**config.mk**
```make
export PLATFORM = sky130hd
export DESIGN_NAME = uart_tx_param
export DESIGN_NICKNAME = d
export VERILOG_FILES = /design/src/rtl/uart_pkg.sv /design/src/rtl/uart_baud_gen.sv /design/src/rtl/uart_tx_param.sv
export SDC_FILE = /design/constraint.sdc
export NUM_CORES = 1
export LEC_CHECK = 0
export BUFFER_PORTS_ARGS = -buffer_cell sky130_fd_sc_hd__buf_4
export CAP_MARGIN = 20
export CELL_PAD_IN_SITES_DETAIL_PLACEMENT = 2
export CELL_PAD_IN_SITES_GLOBAL_PLACEMENT = 2
export CORE_ASPECT_RATIO = 1.2
export CORE_MARGIN = 3
export CORE_UTILIZATION = 35
export CTS_CLUSTER_DIAMETER = 40
export DETAILED_ROUTE_END_ITERATION = 8
export PLACE_DENSITY_LB_ADDON = 0.12
export SLEW_MARGIN = 5
export SYNTH_ARGS = -nofsm -noshare
export SYNTH_HDL_FRONTEND = slang
export SYNTH_SLANG_ARGS = --single-unit
```
**constraint.sdc**
```tcl
create_clock -name clk -period 3 [get_ports clk]
set_clock_uncertainty 0.2 [all_clocks]
set_input_delay 0.6 -clock clk [delete_from_list [all_inputs] [get_ports clk]]
set_output_delay 0.6 -clock clk [all_outputs]
set_load 0.1 [all_outputs]
```
**src/rtl/uart_pkg.sv**
```systemverilog
// Shared UART definitions: FSM state encoding, parity modes and a parity helper.
// Used by the transmitter and intended for reuse by the receiver.
package uart_pkg;

    typedef enum logic [2:0] {
        S_IDLE,
        S_START,
        S_DATA,
        S_PARITY,
        S_STOP
    } state_t;

    localparam int PARITY_NONE = 0;
    localparam int PARITY_EVEN = 1;
    localparam int PARITY_ODD  = 2;

    // Payload is zero-extended to 9 bits, which leaves the XOR reduction unchanged.
    function automatic logic parity_bit(input logic [8:0] data, input int mode);
        return (mode == PARITY_ODD) ? ~^data : ^data;
    endfunction

endpackage

```
**src/rtl/uart_baud_gen.sv**
```systemverilog
// Baud-rate tick generator: counts 0..CLKS_PER_BIT-1 and flags the last count.
// Holding clear keeps the counter at zero so a new frame starts on a full bit period.
module uart_baud_gen #(
    parameter int CLKS_PER_BIT = 868
) (
    input  logic clk,
    input  logic rst,
    input  logic clear,
    output logic bit_tick
);

    localparam int               CNT_W = (CLKS_PER_BIT > 1) ? $clog2(CLKS_PER_BIT) : 1;
    localparam logic [CNT_W-1:0] LAST  = CNT_W'(CLKS_PER_BIT - 1);

    logic [CNT_W-1:0] r_cnt;

    // NOTE: sequential state uses non-blocking assignments so every register
    // samples the pre-edge values of its neighbours, matching real flops.
    always_ff @(posedge clk) begin
        if (rst || clear) begin
            r_cnt <= '0;
        end else if (r_cnt == LAST) begin
            r_cnt <= '0;
        end else begin
            r_cnt <= r_cnt + 1'b1;
        end
    end

    assign bit_tick = (r_cnt == LAST);

endmodule

```
**src/rtl/uart_tx_param.sv**
```systemverilog
// Parametrised UART transmitter with valid/ready input handshake.
// Frame: start, DATA_BITS LSB first, optional parity, STOP_BITS stop bits; tx is registered.
module uart_tx_param
    import uart_pkg::*;
#(
    parameter int CLKS_PER_BIT = 868,
    parameter int DATA_BITS    = 8,
    parameter int PARITY_MODE  = 0,
    parameter int STOP_BITS    = 1
) (
    input  logic                 clk,
    input  logic                 rst,
    input  logic [DATA_BITS-1:0] data_in,
    input  logic                 valid,
    output logic                 ready,
    output logic                 tx,
    output logic                 busy
);

    if (DATA_BITS < 5 || DATA_BITS > 9 || PARITY_MODE < 0 || PARITY_MODE > 2 ||
        STOP_BITS < 1 || STOP_BITS > 2 || CLKS_PER_BIT < 2) begin : g_bad_params
        $error("uart_tx_param: illegal parameter combination");
    end

    localparam int               IDX_W     = $clog2(DATA_BITS + 1);
    localparam logic [IDX_W-1:0] LAST_IDX  = IDX_W'(DATA_BITS - 1);
    localparam logic             LAST_STOP = 1'(STOP_BITS - 1);

    state_t               r_state;
    logic [DATA_BITS-1:0] r_shift;
    logic [IDX_W-1:0]     r_bit_idx;
    logic                 r_stop_cnt;
    logic                 r_parity;
    logic                 r_tx;
    logic                 r_ready;
    logic                 r_busy;

    logic                 w_bit_tick;
    logic                 w_baud_clear;
    logic                 w_handshake;

    assign w_baud_clear = (r_state == S_IDLE);
    assign w_handshake  = valid && r_ready;

    uart_baud_gen #(
        .CLKS_PER_BIT(CLKS_PER_BIT)
    ) u_baud_gen (
        .clk     (clk),
        .rst     (rst),
        .clear   (w_baud_clear),
        .bit_tick(w_bit_tick)
    );

    // tx is always loaded with the value of the bit period that starts at this edge,
    // so the line changes exactly on baud boundaries with no combinational path.
    always_ff @(posedge clk) begin
        if (rst) begin
            r_state    <= S_IDLE;
            r_tx       <= 1'b1;
            r_ready    <= 1'b1;
            r_busy     <= 1'b0;
            r_shift    <= '0;
            r_bit_idx  <= '0;
            r_stop_cnt <= 1'b0;
            r_parity   <= 1'b0;
        end else begin
            case (r_state)
                S_IDLE: begin
                    if (w_handshake) begin
                        r_state    <= S_START;
                        r_tx       <= 1'b0;
                        r_ready    <= 1'b0;
                        r_busy     <= 1'b1;
                        r_shift    <= data_in;
                        r_bit_idx  <= '0;
                        r_stop_cnt <= 1'b0;
                        r_parity   <= parity_bit(9'(data_in), PARITY_MODE);
                    end
                end
                S_START: begin
                    if (w_bit_tick) begin
                        r_state <= S_DATA;
                        r_tx    <= r_shift[0];
                        r_shift <= r_shift >> 1;
                    end
                end
                S_DATA: begin
                    if (w_bit_tick) begin
                        if (r_bit_idx == LAST_IDX) begin
                            if (PARITY_MODE != PARITY_NONE) begin
                                r_state <= S_PARITY;
                                r_tx    <= r_parity;
                            end else begin
                                r_state <= S_STOP;
                                r_tx    <= 1'b1;
                            end
                        end else begin
                            r_bit_idx <= r_bit_idx + 1'b1;
                            r_tx      <= r_shift[0];
                            r_shift   <= r_shift >> 1;
                        end
                    end
                end
                S_PARITY: begin
                    if (w_bit_tick) begin
                        r_state <= S_STOP;
                        r_tx    <= 1'b1;
                    end
                end
                S_STOP: begin
                    if (w_bit_tick) begin
                        if (r_stop_cnt == LAST_STOP) begin
                            r_state <= S_IDLE;
                            r_ready <= 1'b1;
                            r_busy  <= 1'b0;
                        end else begin
                            r_stop_cnt <= 1'b1;
                        end
                    end
                end
                default: begin
                    r_state <= S_IDLE;
                    r_tx    <= 1'b1;
                    r_ready <= 1'b1;
                    r_busy  <= 1'b0;
                end
            endcase
        end
    end

    assign tx    = r_tx;
    assign ready = r_ready;
    assign busy  = r_busy;

endmodule

```
After elaboration in Yosys (flattened, before gate mapping)
Cells that the tools add are included.
{ "totals": {"ff_bits": 29, "latchBits": 0, "ramBits": 0, "romBits": 0, "in_bits": 11, "out_inout_bits": 3, "elab_cells": 73, "mem_count": 0} }
{ "classes": {"addsub": 2, "mul": 0, "div": 0, "order_cmp": 0, "n_eq_ne": 14, "n_shift": 0, "n_mux": 33, "n_bitwise": 2, "n_reduce_logical": 14} }
{ "op_table": {"columns": ["op", "n"], "rows": [
  ["two-way mux 8 bit", 4],
  ["one-hot mux 8 bit (3 select lines)", 1],
  ["two-way mux 3 bit", 7],
  ["one-hot mux 3 bit (5 select lines)", 1],
  ["two-way mux 1 bit", 12],
  ["two-way mux 4 bit", 3],
  ["adder 10 x 1 -> 10 bit (second input constant)", 1],
  ["equality test 10 bit (second input constant)", 1],
  ["AND reduction 5 bit", 2],
  ["!= test 2 x 1 -> 1 bit (second input constant)", 4],
  ["!= test 2 bit (second input constant)", 4],
  ["one-hot mux 4 bit (2 select lines)", 1],
  ["AND reduction 4 bit", 2],
  ["AND reduction 7 bit", 1],
  ["equality test 3 x 2 -> 1 bit (second input constant)", 2],
  ["one-hot mux 1 bit (3 select lines)", 2],
  ["one-hot mux 1 bit (5 select lines)", 1],
  ["adder 4 x 1 -> 4 bit (second input constant)", 1],
  ["equality test 4 x 3 -> 1 bit (second input constant)", 1],
  ["nonzero test 2 bit", 2],
  ["equality test 3 x 1 -> 1 bit (second input constant)", 1],
  ["equality test 3 bit (second input constant)", 1],
  ["logical NOT 3 bit", 1],
  ["AND reduction 3 bit", 1],
  ["other kinds (7)", 8]
]} }

Longest topological paths before layout
Gate-level depths: netlist (run 1).
{ "logic_depth": {"word_depth": 4, "ltp_mapped": 6, "depth_no_buf": 5} }

Cells and area by module
A second synthesis (run 1) with hierarchy kept.
{ "unflattened": {"hier_cells": 161, "hier_area_um2": 1415.1} }
{ "modules_own_cells": {"columns": ["module", "instances", "cells_each", "area_each_um2", "seq_area_each_um2"], "rows": [
  ["uart_tx_param", 1, 108, 960.9, 360.3],
  ["uart_baud_gen", 1, 53, 454.2, 200.2]
]} }

Worst setup path before layout (run 1)
Ideal clock, no wire load.
{ "synth_timing": {"kind": "register -> register", "start": "reg r_ready (netlist: ready)", "end": "reg r_shift[5]", "setup_time_ps": 121, "arrival_ps": 1931, "t_required_ps": 2679, "slack_ps": 749, "stages_incl_launch_ff": 5, "path_buffers": 0, "synth_period_minus_slack_ps": 2251, "cell_sequence": "dfxtp_1 -> nand2_1 -> a21oi_1 -> o211a_1 -> mux2_2"} }
{ "synth_between": {"elab_chain_cells": 3} }
{ "synth_rtl": {"columns": ["item", "line", "rtl"], "rows": [
  ["start, declared", "uart_tx_param.sv:35", "logic r_ready;"],
  ["start signal, assigned", "uart_tx_param.sv:60", "r_ready <= 1'b1;"],
  ["start signal, assigned", "uart_tx_param.sv:72", "r_ready <= 1'b0;"],
  ["start signal, assigned", "uart_tx_param.sv:114", "r_ready <= 1'b1;"],
  ["logical AND 1 bit", "uart_tx_param.sv:43", "assign w_handshake = valid && r_ready;"],
  ["!= test 2 bit (no line)", null, null],
  ["AND reduction 5 bit (no line)", null, null],
  ["end signal, assigned", "uart_tx_param.sv:74", "r_shift <= data_in;"],
  ["end signal, assigned", "uart_tx_param.sv:84", "r_shift <= r_shift >> 1;"],
  ["end signal, assigned", "uart_tx_param.sv:100", "r_shift <= r_shift >> 1;"],
  ["end, declared", "uart_tx_param.sv:30", "logic [DATA_BITS-1:0] r_shift;"]
]} }
Every way passes these cells.
A chain may end at the register's enable or synchronous reset.

Final worst setup path (run 1)
{ "layout_timing": {"start": "reg u_baud_gen.r_cnt[0]", "end": "reg r_shift[2]"} }
{ "layout_between": {"elab_chain_cells": 3, "word_cells_on_any_way": 4, "classes_between": "3 x eq/ne; 1 x reduce/logical"} }
{ "layout_rtl": {"columns": ["item", "line", "rtl"], "rows": [
  ["start, declared", "uart_baud_gen.sv:15", "logic [CNT_W-1:0] r_cnt;"],
  ["start signal, assigned", "uart_baud_gen.sv:25", "r_cnt <= r_cnt + 1'b1;"],
  ["equality test 10 bit *", "uart_baud_gen.sv:29", "assign bit_tick = (r_cnt == LAST);"],
  ["!= test 2 x 1 -> 1 bit (no line)", null, null],
  ["AND reduction 5 bit (no line) *", null, null]
]} }
Every way passes the cells marked *; elsewhere a longest branch is shown, timed or not.

==> summary.md, run 1 <==
| Metric | Value |
|---|---|
| Share of power burned in combinational logic | `21.4%` |
| Switching power total | `0.000233 W` |
| Final hold violation count | `0` |
| Yosys reg bits | `28` |
| Biggest cell delay along the critical path | `620 ps` |
| Slew @ Worst Pin | `667 ps` |
| Antenna-violating nets left | `0` |
| Reg power frac | `52.2%` |
| Port Buf Inserts | `13` |
| Crit path time final | `2300 ps` |
| Crit share post-route | `76.7%` |
| Rel. slew slack | `55.1%` |
| Worst setup SP type | `flop` |
| Ant diodes | `0` |
| Int Pwr | `0.000544 W` |
| Drt wl/cell | `16.5 um` |
| Global route overflow | `0` |
| IO Count | `14` |
| Die height | `76.8 um` |
| Post-synth EDFFs | `0` |
| YS warnings | `0` |
| Core area | `3970 um2` |
| Largest net degree at the start of global routing | `26` |
| Finish-stage setup viols | `0` |
| GP Congestion | `0.724` |
| Core Rows | `25` |
| Clock share of power | `26.4%` |
| Crit Path Class | `reg2reg` |
| Yosys cell types | `41` |
| Clock Pin Slew Worst Setup and Hold Paths | `100 ps` |
| Worst path cell trace | `ha_1 > nand4b_4 > nor4_1 > o211ai_2 > mux2_2` |
| Largest family of logic cells by synthesized area | `simple AND/OR/NAND/NOR gates` |
| Mux contribution to synthesized area | `6.07%` |
| Synth Area per Inst | `8.60 um2` |
| Fmax | `435 MHz` |
| Pre-CTS setup slack | `691 ps` |
| Total power | `0.000777 W` |
| Worst path slowest cell | `nor4_1` |
| CTS sink count | `28` |
| Hold_buf cts | `0` |
| CTS resizes | `0` |
| Hpwl dp | `2970 um` |
| Top_reg_cell synth | `dfxtp_1` |
| Fin area | `1650 um2` |
| Hold path cells | `1` |
| Mapped Nets | `183` |
| First-pass iteration count of the detailed router | `4` |
| Filler cells | `476` |
| Synth Area in Simple Gates | `26.9%` |
| Cells after Synth | `170` |
| Vias in the first global route | `1,442` |
| Setup bufs post-CTS | `0` |
| CP max FO | `6` |
| Area Growth Syn to Fin | `12.6%` |
| PD cells | `472 nW/um2` |
| R2r worst-path depth | `5` |
| GR Util All Layers | `16.7%` |
| Static leakage | `0.611 nW` |
| WL final | `3850 um` |
| Max-slew violation count | `0` |
| Via count | `1,310` |
| Compound-Gate Fraction of Synth Area | `16.9%` |
| Die W | `65.0 um` |
| RSZ-0062 raised after global routing | `no` |
| Synth Area in Adders | `1.71%` |
| Layout cells sized above 1 | `19.0%` |
| Post-Synth XOR/XNOR Area | `5.99%` |
| Number of H-tree levels | `1` |
| Initial antenna violation count | `0` |
| Worst IR Drop VDD | `0.000148 V` |
| Setup_tns | `0 ps` |
| Multi-input logic area | `842 um2` |
| Die area | `4990 um2` |
| Switching Fraction | `30.0%` |
| Worst path arrival time | `2260 ps` |
| Data required time of the worst path | `2960 ps` |
| CTS tree | `done` |
| Clock Tree Root | `clkbuf_8` |
| Residual DRC | `0` |
| Total CTS buffers | `3` |
| Fraction of registers with async set/reset | `0%` |
| Final setup margin | `699 ps` |
| Status | `complete, no violations` |
| Seq/Total Area, Yosys | `38.3%` |
| Global-route wire length before repair | `6700 um` |
| Max Cap Viol | `0` |
| Worst hold path type | `reg2reg` |
| Starting Density | `36.8%` |
| Maximum root-to-sink buffer count | `2` |
| Vias/cell | `5.62` |
| Initial DRC Count | `77` |
| Post-Syn Area | `1460 um2` |
| Layout Nets | `194` |
| Placed inst area | `1610 um2` |
| Critical Path End Type | `flop` |
| Worst-Skew Late Latency | `280 ps` |
| Register area | `561 um2` |
-- cell type report --
class / instances / area share [%]
Sequential cell: 28 / 34.0
Timing Repair Buffer: 15 / 6.84
Multi-Input combinational cell: 127 / 51.1
Tap cell: 54 / 4.10
Clock buffer: 3 / 2.51
Inverter: 6 / 1.37
-- routing by layer --
layer | vias to the layer above | GRT usage, % | routed length (um)
met4 | 0 | 5.39 | 70
met3 | 8 | 2.20 | 78
met1 | 656 | 20.0 | 1680
met2 | 16 | 30.3 | 2020
li1 | 630 | - | -
met5 | - | 0 | 0
-- placed cells by master (no fill, tap or decap), types with 2 or more instances in the layout --
cell	Yosys	final
dfxtp_1	28	28
ha_1	2	2
nor3_1	4	4
nor2_1	15	15
xor2_1	3	3
o21ai_0	12	12
mux2_2	7	7
nand2_1	4	4
nand3_1	13	13
inv_1	5	5
and3_1	2	2
nand4_1	2	2
xnor2_1	7	7
nand3b_1	2	2
or3_1	5	5
nor2b_1	7	7
a21oi_1	17	17
clkbuf_8	0	3
o31ai_1	3	3
buf_4	1	15
or4_1	4	4
-- Yosys cell counts (all sizes together) (2+ instances only) --
master | n | area (um2)
clkbuf | 7 | 26.3
or2 | 2 | 12.5
nand2 | 4 | 15.0
nor3 | 4 | 20.0
or3 | 5 | 31.3
nor2b | 7 | 43.8
nor2 | 15 | 56.3
mux2 | 7 | 78.8
and3 | 3 | 20.0
o21ai | 12 | 60.1
xnor2 | 7 | 61.3
o31ai | 3 | 22.5
inv | 6 | 22.5
dfxtp | 28 | 561
a21oi | 17 | 85.1
buf | 2 | 11.3
nand3b | 2 | 15.0
nand4 | 2 | 12.5
or4 | 5 | 41.3
xor2 | 3 | 26.3
nand3 | 13 | 65.1
ha | 2 | 25.0
-- logic make-up after synthesis --
logic type,count (synthesis)
buf+inv,15
simple gates,67
flops,28
xor+xnor,10
fa+ha+maj,2
compound gates,40
mux,8
-- path summary, 6_finish.rpt --
kind,endpoint,start,slack (ps)
worst min register to register,u_baud_gen.r_cnt[0],u_baud_gen.r_cnt[0],270
worst max register to register,r_shift[2],u_baud_gen.r_cnt[0],700
worst max-delay path,r_shift[2],u_baud_gen.r_cnt[0],700
worst min-delay path,u_baud_gen.r_cnt[0],u_baud_gen.r_cnt[0],270
-- per-stage QoR --
step / instances / utilization [%] / hold slack (ps)
2_1_floorplan: 170 / - / 218
3_3_place_gp: 230 / 40.4 / 230
3_5_place_dp: 230 / 40.4 / 254
4_1_cts: 233 / 41.4 / 272
5_1_grt: 233 / 41.4 / 294
6_report: 233 / 41.4 / 266
-- power groups by stage --
stage	clock (W)	combinational, W	sequential [W]
floorplan	0	0.0000762	0.000456
global placement	0	0.000162	0.000412
detailed placement	0	0.000169	0.000414
CTS	0.000218	0.000169	0.000405
global route	0.000234	0.000181	0.000409
finish	0.000205	0.000166	0.000405
-- flip-flops by register name, summed over array words and instances, names as in the netlist --
signal            cells
r_bit_idx             4
r_shift               8
busy                  1
tx                    1
ready                 1
r_state               3
u_baud_gen.r_cnt     10
-- critical path, delay by kind of cell (launching register included) --
kind	cells	cell delay [ps]
adders and majority gates	1	260
and+or+nand+nor	2	760
muxes	1	340
DFF	1	370
AOI/OAI and AO/OA	1	270
(Power assumes the default switching activity.)
==> run 2: changes to the inputs <==
--- a/config.mk
+++ b/config.mk
@@ -11,7 +11,7 @@
 export CELL_PAD_IN_SITES_GLOBAL_PLACEMENT = 2
 export CORE_ASPECT_RATIO = 1.2
 export CORE_MARGIN = 3
-export CORE_UTILIZATION = 35
+export CORE_UTILIZATION = 32
 export CTS_CLUSTER_DIAMETER = 40
 export DETAILED_ROUTE_END_ITERATION = 8
 export PLACE_DENSITY_LB_ADDON = 0.12
==> constraint.sdc (replaced) <==
create_clock -name clk -period 2 [get_ports clk]
set_clock_uncertainty 0.2 [all_clocks]
set_input_delay 0.4 -clock clk [delete_from_list [all_inputs] [get_ports clk]]
set_output_delay 0.4 -clock clk [all_outputs]
set_load 0.1 [all_outputs]
==> run 2 against run 1 <==
  * The run now ends with negative setup slack left
  * Sequential power up 51%
  * Combinational power up 61%
  * Routed wire length up 14%
  * Sequential share of layout area down 4.6 points
  * First-iteration DRC count down 71%
  * Core utilization up 3.1 points
  * Fmax up 9.2%
  * Critical path depth up 1
  * Design area up 17%
  * Largest power group unchanged
  * Highest routed layer unchanged
==> summary.md, run 2 (synthesis gave the netlist of run 1 again) <==
| Metric | Value |
|---|---|
| Vias/cell | `5.27 (-6.2%)` |
| Register area | `567 um2 (+1.1%)` |
| Core Rows | `26 (+4.0%)` |
| Pre-CTS setup slack | `-97.4 ps (-788 ps)` |
| Final hold violation count | `0 (unchanged)` |
| Data required time of the worst path | `1970 ps (-990 ps)` |
| Filler cells | `493 (+3.6%)` |
| WP buf/inv | `1 (+1)` |
| Fmax | `475 MHz (+9.2%)` |
| Worst IR Drop VDD | `0.000292 V (+97%)` |
| Starting Density | `33.8% (-3.0 points)` |
| CTS tree | `done` |
| CP Depth | `6 (+1)` |
| Port Buf Inserts | `13 (unchanged)` |
| Ant diodes | `0 (unchanged)` |
| Worst path arrival time | `2070 ps (-190 ps)` |
| Global-route wire length before repair | `7200 um (+7.5%)` |
| Slew @ Worst Pin | `518 ps (-149 ps)` |
| Reg-to-reg endpoint | `r_bit_idx[3]` |
| PD cells | `646 nW/um2 (+37%)` |
| Hpwl dp | `3320 um (+12%)` |
| Layout Nets | `220 (+13%)` |
| Clock Tree Root | `clkbuf_8` |
| Number of flip-flops in the largest register | `10 (unchanged)` |
| Crit path launch | `r_bit_idx[0]` |
| Initial DRC Count | `22 (-71%)` |
| Multi-input logic area | `905 um2 (+7.4%)` |
| Number of H-tree levels | `1 (unchanged)` |
| Crit share post-route | `105% (+29 points)` |
| Worst-Skew Late Latency | `280 ps (about the same)` |
| Area Growth Syn to Fin | `31.7%` |
| Top reg by flops | `u_baud_gen.r_cnt` |
| RSZ-0062 raised after global routing | `yes` |
| Rel. slew slack | `65.2% (+10 points)` |
| Worst path slowest cell | `or4_4` |
| Failing checks | `negative setup slack` |
| Clock Pin Slew Worst Setup and Hold Paths | `100 ps (about the same)` |
| Critical Path End | `r_bit_idx[3]` |
| Total CTS buffers | `3 (unchanged)` |
| Crit path time final | `2110 ps (-194 ps)` |
| Largest regs | `u_baud_gen.r_cnt x10, r_shift x8, r_bit_idx x4` |
| GR Util All Layers | `17.5% (+0.74 points)` |
| Worst path cell trace | `ha_4 > and3b_1 > or4_4 > buf_4 > o31ai_1 > a21oi_2` |
| Finish-stage setup viols | `4 (+4)` |
| Die height | `80.1 um (+4.2%)` |
| Max-slew violation count | `0 (unchanged)` |
| R2r worst-path depth | `6 (+1)` |
| Vias in the first global route | `1,528 (+6.0%)` |
| Worst setup SP type | `flop` |
| CP max FO | `6 (unchanged)` |
| Die area | `5420 um2 (+8.6%)` |
| Global route overflow | `0 (unchanged)` |
| Initial antenna violation count | `0 (unchanged)` |
| Crit Path Class | `reg2reg` |
| Worst hold path type | `in2reg` |
| Die W | `67.7 um (+4.2%)` |
| Core area | `4330 um2 (+8.9%)` |
| Most frequent cells in the layout | `41 x buf_4, 23 x dfxtp_1, 15 x a21oi_1, 15 x nor2_1, 13 x nand3_1` |
| Static leakage | `0.753 nW (+23%)` |
| Residual DRC | `0 (unchanged)` |
| First-pass iteration count of the detailed router | `4 (unchanged)` |
| CTS sink count | `28 (unchanged)` |
| Status | `complete, but fails checks` |
| Drt wl/cell | `16.7 um (+1.2%)` |
| Critical Path End Type | `flop` |
| WL final | `4380 um (+14%)` |
| Commonest non-fill, non-tap cell in the layout | `buf_4` |
| Via count | `1,382 (+5.5%)` |
| CP delay by family, top | `simple AND/OR/NAND/NOR gates` |
| Reg2reg start | `r_bit_idx[0]` |
| Hold_buf cts | `0 (unchanged)` |
| Layout cells sized above 1 | `36.4% (+17 points)` |
| Biggest cell delay along the critical path | `460 ps (-160 ps)` |
| Total power | `0.00124 W (+60%)` |
| Final setup margin | `-107 ps (-806 ps)` |
| Maximum root-to-sink buffer count | `2 (unchanged)` |
| Largest net degree at the start of global routing | `16 (-38%)` |
| GP Congestion | `0.799 (+10%)` |
| IO Count | `14 (unchanged)` |
| Worst reg-to-reg setup slack | `-110 ps (-810 ps)` |
| Antenna-violating nets left | `0 (unchanged)` |
| Max Cap Viol | `0 (unchanged)` |
[run 2: cell count changes in the layout (fill, tap and decap cells not counted), sizes merged]
cell and change:
clkbuf +1, buf +26
[run 2: repair_timing]
| item | in CTS | in global routing |
|---|---|---|
| resized for setup | 5 | 5 |
| endpoints found under the setup margin | 11 | 23 |
| setup buffers | 0 | 1 |
| pin swaps | 1 | 9 |
[run 2: how the worst min path moves through the flow]
stage | cells past startpoint | to | startpoint | slack [ps]
detailed placement | 2 | busy | busy | 280
floorplan | 1 | u_baud_gen.r_cnt[0] | u_baud_gen.r_cnt[0] | 220
finish | 3 | r_shift[7] | data_in[7] | 210
CTS | 3 | r_shift[7] | data_in[7] | 220
global route | 3 | r_shift[7] | data_in[7] | 220
global placement | 2 | r_bit_idx[3] | r_bit_idx[3] | 260
[run 2: final cells by class]
cell class / instances / share of cell area [%]
sequential: 28 / 29.4
tap: 56 / 3.64
inverter: 6 / 1.17
multi-input combinational: 127 / 46.9
timing repair buffer: 41 / 16.0
clock buffer: 4 / 2.86
[run 2: power breakdown]
part	internal, W	leakage [nW]	switching [W]
Clock	0.000177	0.0288	0.000187
Combinational	0.000106	0.495	0.000162
Sequential	0.000589	0.230	0.0000235
[run 2: through the flow]
stage	hold WS, ps	area [um2]	utilization, %	cells	setup TNS [ps]
after floorplan	220	1490	-	170	-57.7
after global placement	265	1820	42.0	257	-40.0
after detailed placement	278	1820	42.0	257	-381
after CTS	223	1900	43.9	261	-310
after global routing	218	1930	44.5	262	-957
final	213	1930	44.5	262	-287
[run 2: layer usage]
| metal | track usage [%] | up-vias | wire, um |
|---|---|---|---|
| met3 | 2.52 | 5 | 120 |
| met5 | 0 | - | 0 |
| met1 | 18.0 | 673 | 1760 |
| li1 | - | 682 | - |
| met2 | 35.2 | 22 | 2450 |
| met4 | 4.26 | 0 | 51 |
[run 2: tightest hold or removal path, delay by kind of cell]
kind	cells	cell delay, ps
buffers and inverters	1	110
muxes	1	70
and+or+nand+nor	1	80
